### src/rtl/alu_pkg.sv
// Shared definitions for the ALU arbiter slice: ALU widths, select type,
// arbiter FSM states and a small wrap-around increment helper.
package alu_pkg;

    localparam int ALU_W  = 4;
    localparam int ALU_SW = 3;

    typedef logic [ALU_SW-1:0] alu_op_t;

    typedef enum logic [1:0] {
        IDLE = 2'd0,
        EXEC = 2'd1,
        RESP = 2'd2
    } arb_state_t;

    // Next round-robin position after idx, wrapping back to 0 at n.
    function automatic int wrap_inc(input int idx, input int n);
        return (idx + 1 >= n) ? 0 : idx + 1;
    endfunction

endpackage

### src/rtl/rr_grant.sv
// Combinational round-robin picker: the first set request bit at or above
// ptr wins, searching upward with wrap-around. The request vector is
// rotated so ptr lands on bit 0, the lowest set bit is isolated, and the
// one-hot result is rotated back into place.
module rr_grant #(
    parameter int NREQ = 4,
    parameter int PW   = (NREQ > 1) ? $clog2(NREQ) : 1
) (
    input  logic [NREQ-1:0] req,
    input  logic [PW-1:0]   ptr,
    output logic [NREQ-1:0] gnt,
    output logic            any
);

    logic [2*NREQ-1:0] dbl_req;
    logic [2*NREQ-1:0] dbl_gnt;
    logic [NREQ-1:0]   rot_req;
    logic [NREQ-1:0]   rot_gnt;

    // Rotate, isolate lowest set bit, rotate back.
    always_comb begin
        dbl_req = {req, req} >> ptr;
        rot_req = dbl_req[NREQ-1:0];
        rot_gnt = rot_req & (~rot_req + NREQ'(1));
        dbl_gnt = {rot_gnt, rot_gnt} << ptr;
        gnt     = dbl_gnt[2*NREQ-1:NREQ];
        any     = |req;
    end

endmodule

### src/rtl/alu_arbiter.sv
// Round-robin arbiter/sequencer sharing one 4-bit ALU between NREQ
// requesters. One operation at a time: accept (IDLE), execute with
// registered operands (EXEC), then hold the registered result until the
// granted requester takes it (RESP).
// Optional feature macro: ALU_ARB_PRIO0_EN gives requester 0 absolute
// priority in IDLE without advancing the round-robin pointer.
module alu_arbiter
    import alu_pkg::*;
#(
    parameter int NREQ = 4
) (
    input  logic                  clk,
    input  logic                  rst,
    input  logic [NREQ-1:0]       req_valid,
    output logic [NREQ-1:0]       req_ready,
    input  logic [NREQ*ALU_W-1:0] req_a,
    input  logic [NREQ*ALU_W-1:0] req_b,
    input  logic [NREQ*ALU_SW-1:0] req_s,
    output logic [NREQ-1:0]       rsp_valid,
    input  logic [NREQ-1:0]       rsp_ready,
    output logic [ALU_W-1:0]      rsp_y,
    output logic [ALU_W-1:0]      alu_a,
    output logic [ALU_W-1:0]      alu_b,
    output logic [ALU_SW-1:0]     alu_s,
    input  logic [ALU_W-1:0]      alu_y
);

    localparam int PW = (NREQ > 1) ? $clog2(NREQ) : 1;

    arb_state_t       state;
    logic [PW-1:0]    ptr;
    logic [PW-1:0]    gnt;

    logic [NREQ-1:0]  rr_gnt;
    logic             rr_any;
    logic [NREQ-1:0]  pick_onehot;
    logic             pick_prio;
    logic [PW-1:0]    pick_idx;
    logic [PW-1:0]    next_ptr;
    logic [ALU_W-1:0] pick_a;
    logic [ALU_W-1:0] pick_b;
    alu_op_t          pick_s;

    rr_grant #(
        .NREQ (NREQ),
        .PW   (PW)
    ) u_rr_grant (
        .req  (req_valid),
        .ptr  (ptr),
        .gnt  (rr_gnt),
        .any  (rr_any)
    );

`ifdef ALU_ARB_PRIO0_EN
    // Requester 0 overrides the round-robin choice whenever it is valid.
    always_comb begin
        pick_prio   = req_valid[0];
        pick_onehot = req_valid[0] ? NREQ'(1) : rr_gnt;
    end
`else
    // Pure round-robin: the picker's choice is final.
    always_comb begin
        pick_prio   = 1'b0;
        pick_onehot = rr_gnt;
    end
`endif

    // Convert the one-hot winner into an index and select its operands.
    always_comb begin
        pick_idx = '0;
        pick_a   = '0;
        pick_b   = '0;
        pick_s   = '0;
        for (int i = 0; i < NREQ; i++) begin
            if (pick_onehot[i]) begin
                pick_idx = PW'(i);
                pick_a   = req_a[ALU_W*i +: ALU_W];
                pick_b   = req_b[ALU_W*i +: ALU_W];
                pick_s   = req_s[ALU_SW*i +: ALU_SW];
            end
        end
        next_ptr = PW'(wrap_inc(int'(pick_idx), NREQ));
    end

    // Accept is offered only while idle; held low during reset so every
    // output reads zero while rst is asserted.
    assign req_ready = (state == IDLE && !rst) ? pick_onehot : '0;

    // Arbiter FSM with registered ALU operands and response outputs.
    always_ff @(posedge clk) begin
        if (rst) begin
            state     <= IDLE;
            ptr       <= '0;
            gnt       <= '0;
            alu_a     <= '0;
            alu_b     <= '0;
            alu_s     <= '0;
            rsp_valid <= '0;
            rsp_y     <= '0;
        end else begin
            case (state)
                IDLE: begin
                    if (rr_any) begin
                        alu_a <= pick_a;
                        alu_b <= pick_b;
                        alu_s <= pick_s;
                        gnt   <= pick_idx;
                        if (!pick_prio) begin
                            ptr <= next_ptr;
                        end
                        state <= EXEC;
                    end
                end
                EXEC: begin
                    rsp_y     <= alu_y;
                    rsp_valid <= NREQ'(1) << gnt;
                    state     <= RESP;
                end
                RESP: begin
                    if (rsp_ready[gnt]) begin
                        rsp_valid <= '0;
                        state     <= IDLE;
                    end
                end
                default: begin
                    state <= IDLE;
                end
            endcase
        end
    end

    // At most one requester is offered an accept or a response at a time.
    a_ready_onehot: assert property (@(posedge clk) disable iff (rst) $onehot0(req_ready));
    a_rsp_onehot:   assert property (@(posedge clk) disable iff (rst) $onehot0(rsp_valid));

endmodule

### config.mk
export PLATFORM = sky130hd
export DESIGN_NAME = alu_arbiter
export DESIGN_NICKNAME = d
export VERILOG_FILES = /design/src/rtl/alu_pkg.sv /design/src/rtl/rr_grant.sv /design/src/rtl/alu_arbiter.sv
export SDC_FILE = /design/constraint.sdc
export NUM_CORES = 1
export LEC_CHECK = 0
export CELL_PAD_IN_SITES_DETAIL_PLACEMENT = 1
export CELL_PAD_IN_SITES_GLOBAL_PLACEMENT = 1
export CORE_ASPECT_RATIO = 0.9
export CORE_MARGIN = 1.5
export CORE_UTILIZATION = 27
export DETAILED_ROUTE_END_ITERATION = 8
export PLACE_DENSITY_LB_ADDON = 0.1
export SYNTH_ARGS = -nofsm -noshare
export SYNTH_HDL_FRONTEND = slang
export SYNTH_HIERARCHICAL = 1
export SYNTH_SLANG_ARGS = --single-unit
export TNS_END_PERCENT = 10
### constraint.sdc
create_clock -name clk -period 2.2 [get_ports clk]
set_input_delay 0.22 -clock clk [delete_from_list [all_inputs] [get_ports clk]]
set_output_delay 0.22 -clock clk [all_outputs]
set_load 0.005 [all_outputs]
==> impl_metrics.toml <==
[global_route]
grt_pass1_vias = 1727
overflow = 0
track_usage = 0.1902
grt_pass1_wl_um = 8638
grt_antenna_before_repair = 0
grt_max_degree = 16

[floorplanning]
io_pins = 81
dieArea_sq_mm = 0.005936
start_util = 0.2817
die_w_um = 81.05
die_y_um = 73.24
core_area_sq_mm = 0.005255
rows = 25

[place]
dp_hpwl_um = 4159
place_inst = 331
place_area_sq_mm = 0.002377
port_buffers = 80
place_congestion = 0.7934
place_ws_ns = 0.04956

[drt]
route.final.wire_length_um = 5396
post_drt_via_cell_ratio = 5.155
detail-route-antenna-nets = 0
dr_total_vias = 1727
dr.pass1.iters = 4
drcViolationCount = 0
drtIter0Drc = 37
wl_per_cell_um = 16.11

[cells_and_area]
n_fill_cell = 649
fin_cells = 335
fin_util = 0.4621
fin_nets = 327
regArea_sq_um = 503.0
multi_input_area_sq_um = 879.6
areaGrowthSynthToFinish_pct = 64.07
drive_above_1_share = 0.08582
diodes = 0
mostFrequentLayoutCells = "79 x clkdlybuf4s50_1, 44 x a21oi_1, 23 x dfxtp_1"
final_common_cell = "clkdlybuf4s50_1"
final_area_sq_mm = 0.002429

[worst_hold_path]
hp-class = "flop to flop"
min_to = "rsp_y[1]"
whs_path_depth = 2
hold_path.startpoint = "rsp_y[1]"

[setup_path]
reg2reg_depth = 7
timing.rr.end = "alu_a[3]"
critPathKind = "input port to output pin"
end_kind = "output pin"
rrSetupSlack_ns = 0.49
critPathLaunchType = "input port"
regToRegStartpoint = "ptr[1]"
path_max_fanout = 5
worstPathRequired_ns = 1.98
worstPathArrival_ns = 1.89
crit_start = "req_valid[3]"

[clocking]
cts_made_buffers = 3
cts_tree = "built"
cts_max_level = 1
cts.sinks = 25
cts_setup_buffers = 0
cts_buffer_depth = 2
clock_latency_ns = 0.26
clk_pin_slew_ns = 0.09
cts-root-buf = "clkbuf_8"

[sta]
finalSetupViolCount = 0
worst_slew_margin_rel = 0.7170
timing.setup.tns_ns = 0
period_share = 0.9574
fin_hold_ws_ns = 0.4625
hold_violations = 0
fmax_mhz = 474.8
worst_slack_ns = 0.09368
worstMarginPinSlew_ns = 0.4236
drv_slew = 0
rsz0062_at_grt = "no"
finalClockSkew_ns = 0.001898
fin_crit_ns = 2.106

[logic_synthesis]
synth_edf_count = 0
ys_async_sr_fraction = 0
yosysTopAreaCell = "dfxtp_1"
yosysTopAreaCellShare = 0.3381
synthCells = 186
yosysSeqAreaShare = 0.3381
netlist_area_sq_mm = 0.001480
yosysWarningCount = 6
synthFlopType = "dfxtp_1"
ys_types = 34
synth_area_leaders = "dfxtp_1 34%, a21oi_1 15%, o2bb2ai_1 6.5%, nand3b_1 5.6%, o21ai_0 4.1%"
synth-seq-cells = 25
avgSynthCellArea_sq_um = 7.958
synth_nets = 244

[flow_run]
maxCapViolCount = 0

[pwr]
seq_power_share = 0.404
internal-power_mw = 0.9758
vdd_drop_max_uv = 310.0
pwr-share-comb = 0.404
p_sw_frac = 0.3163
p_sw_mw = 0.4514
clockPowerShare = 0.192
p_total_mw = 1.427
leakagePower_nw = 0.8793
pwr_density_cell_mw_per_mm2 = 587.7

[status]
status = "finished clean"
==> registers in the layout, summed over array words and instances, names as in the netlist <==
register   count
alu_a          4
alu_b          4
alu_s          3
gnt            2
ptr            2
rsp_valid      4
rsp_y          4
state          2
==> critical path: stages <==
cell,delay (ns)
clkdlybuf4s50_1,0.43
buf_4,0.17
o21a_1,0.18
o22ai_1,0.11
and2_1,0.17
and2_1,0.12
clkdlybuf4s50_1,0.49
==> worst max path at each step <==
stage                         to  cells after the start
floorplan               alu_b[0]                      7
global placement    req_ready[1]                      6
detailed placement  req_ready[1]                      6
CTS                 req_ready[1]                      6
global route        req_ready[0]                      7
finish              req_ready[0]                      7
==> synthesized netlist by cell type, drive strengths merged (4+ instances only) <==
| master | count |
|---|---|
| a21oi | 44 |
| dfxtp | 25 |
| nand2 | 13 |
| o21ai | 12 |
| nand3b | 11 |
| o2bb2ai | 11 |
| clkbuf | 7 |
| nor2 | 7 |
| and2 | 6 |
| buf | 6 |
| inv | 6 |
| nand2b | 4 |
| o221ai | 4 |
==> cell type report <==
cell class | count | share of cell area
Clock inverter | 1 | 0.002061
Inverter | 6 | 0.009274
Clock buffer | 3 | 0.01700
Sequential cell | 25 | 0.2071
Tap cell | 67 | 0.03452
Multi-Input combinational cell | 141 | 0.3622
Timing Repair Buffer | 92 | 0.3679
==> power groups by stage <==
stage | Combinational [mW] | Clock (mW) | Sequential [mW]
after floorplan | 0.287 | 0 | 0.570
after global placement | 0.575 | 0 | 0.584
after detailed placement | 0.581 | 0 | 0.586
after CTS | 0.584 | 0.287 | 0.577
after global routing | 0.636 | 0.308 | 0.589
final | 0.577 | 0.274 | 0.576
==> cell families after synthesis <==
group | after synthesis | synth area share
AO/OA/AOI/OAI | 85 | 0.3593
buffers and inverters | 20 | 0.07185
flip-flops | 25 | 0.3381
multiplexers | 3 | 0.02874
AND/OR/NAND/NOR | 53 | 0.2020
==> layer usage <==
metal | global-route usage | routed length [um] | vias to the layer above
li1 | - | - | 851
met1 | 0.2439 | 2415 | 832
met2 | 0.3324 | 2680 | 42
met3 | 0.04125 | 274 | 2
met4 | 0.02874 | 25 | 0
met5 | 0 | 0 | -
==> repair_timing <==
item                                    4_1_cts  5_1_grt
resized for setup                             0        3
endpoints found under the setup margin        0        3
hold buffers                                  0        0
No activity file was read; power rests on OpenSTA's default activity.
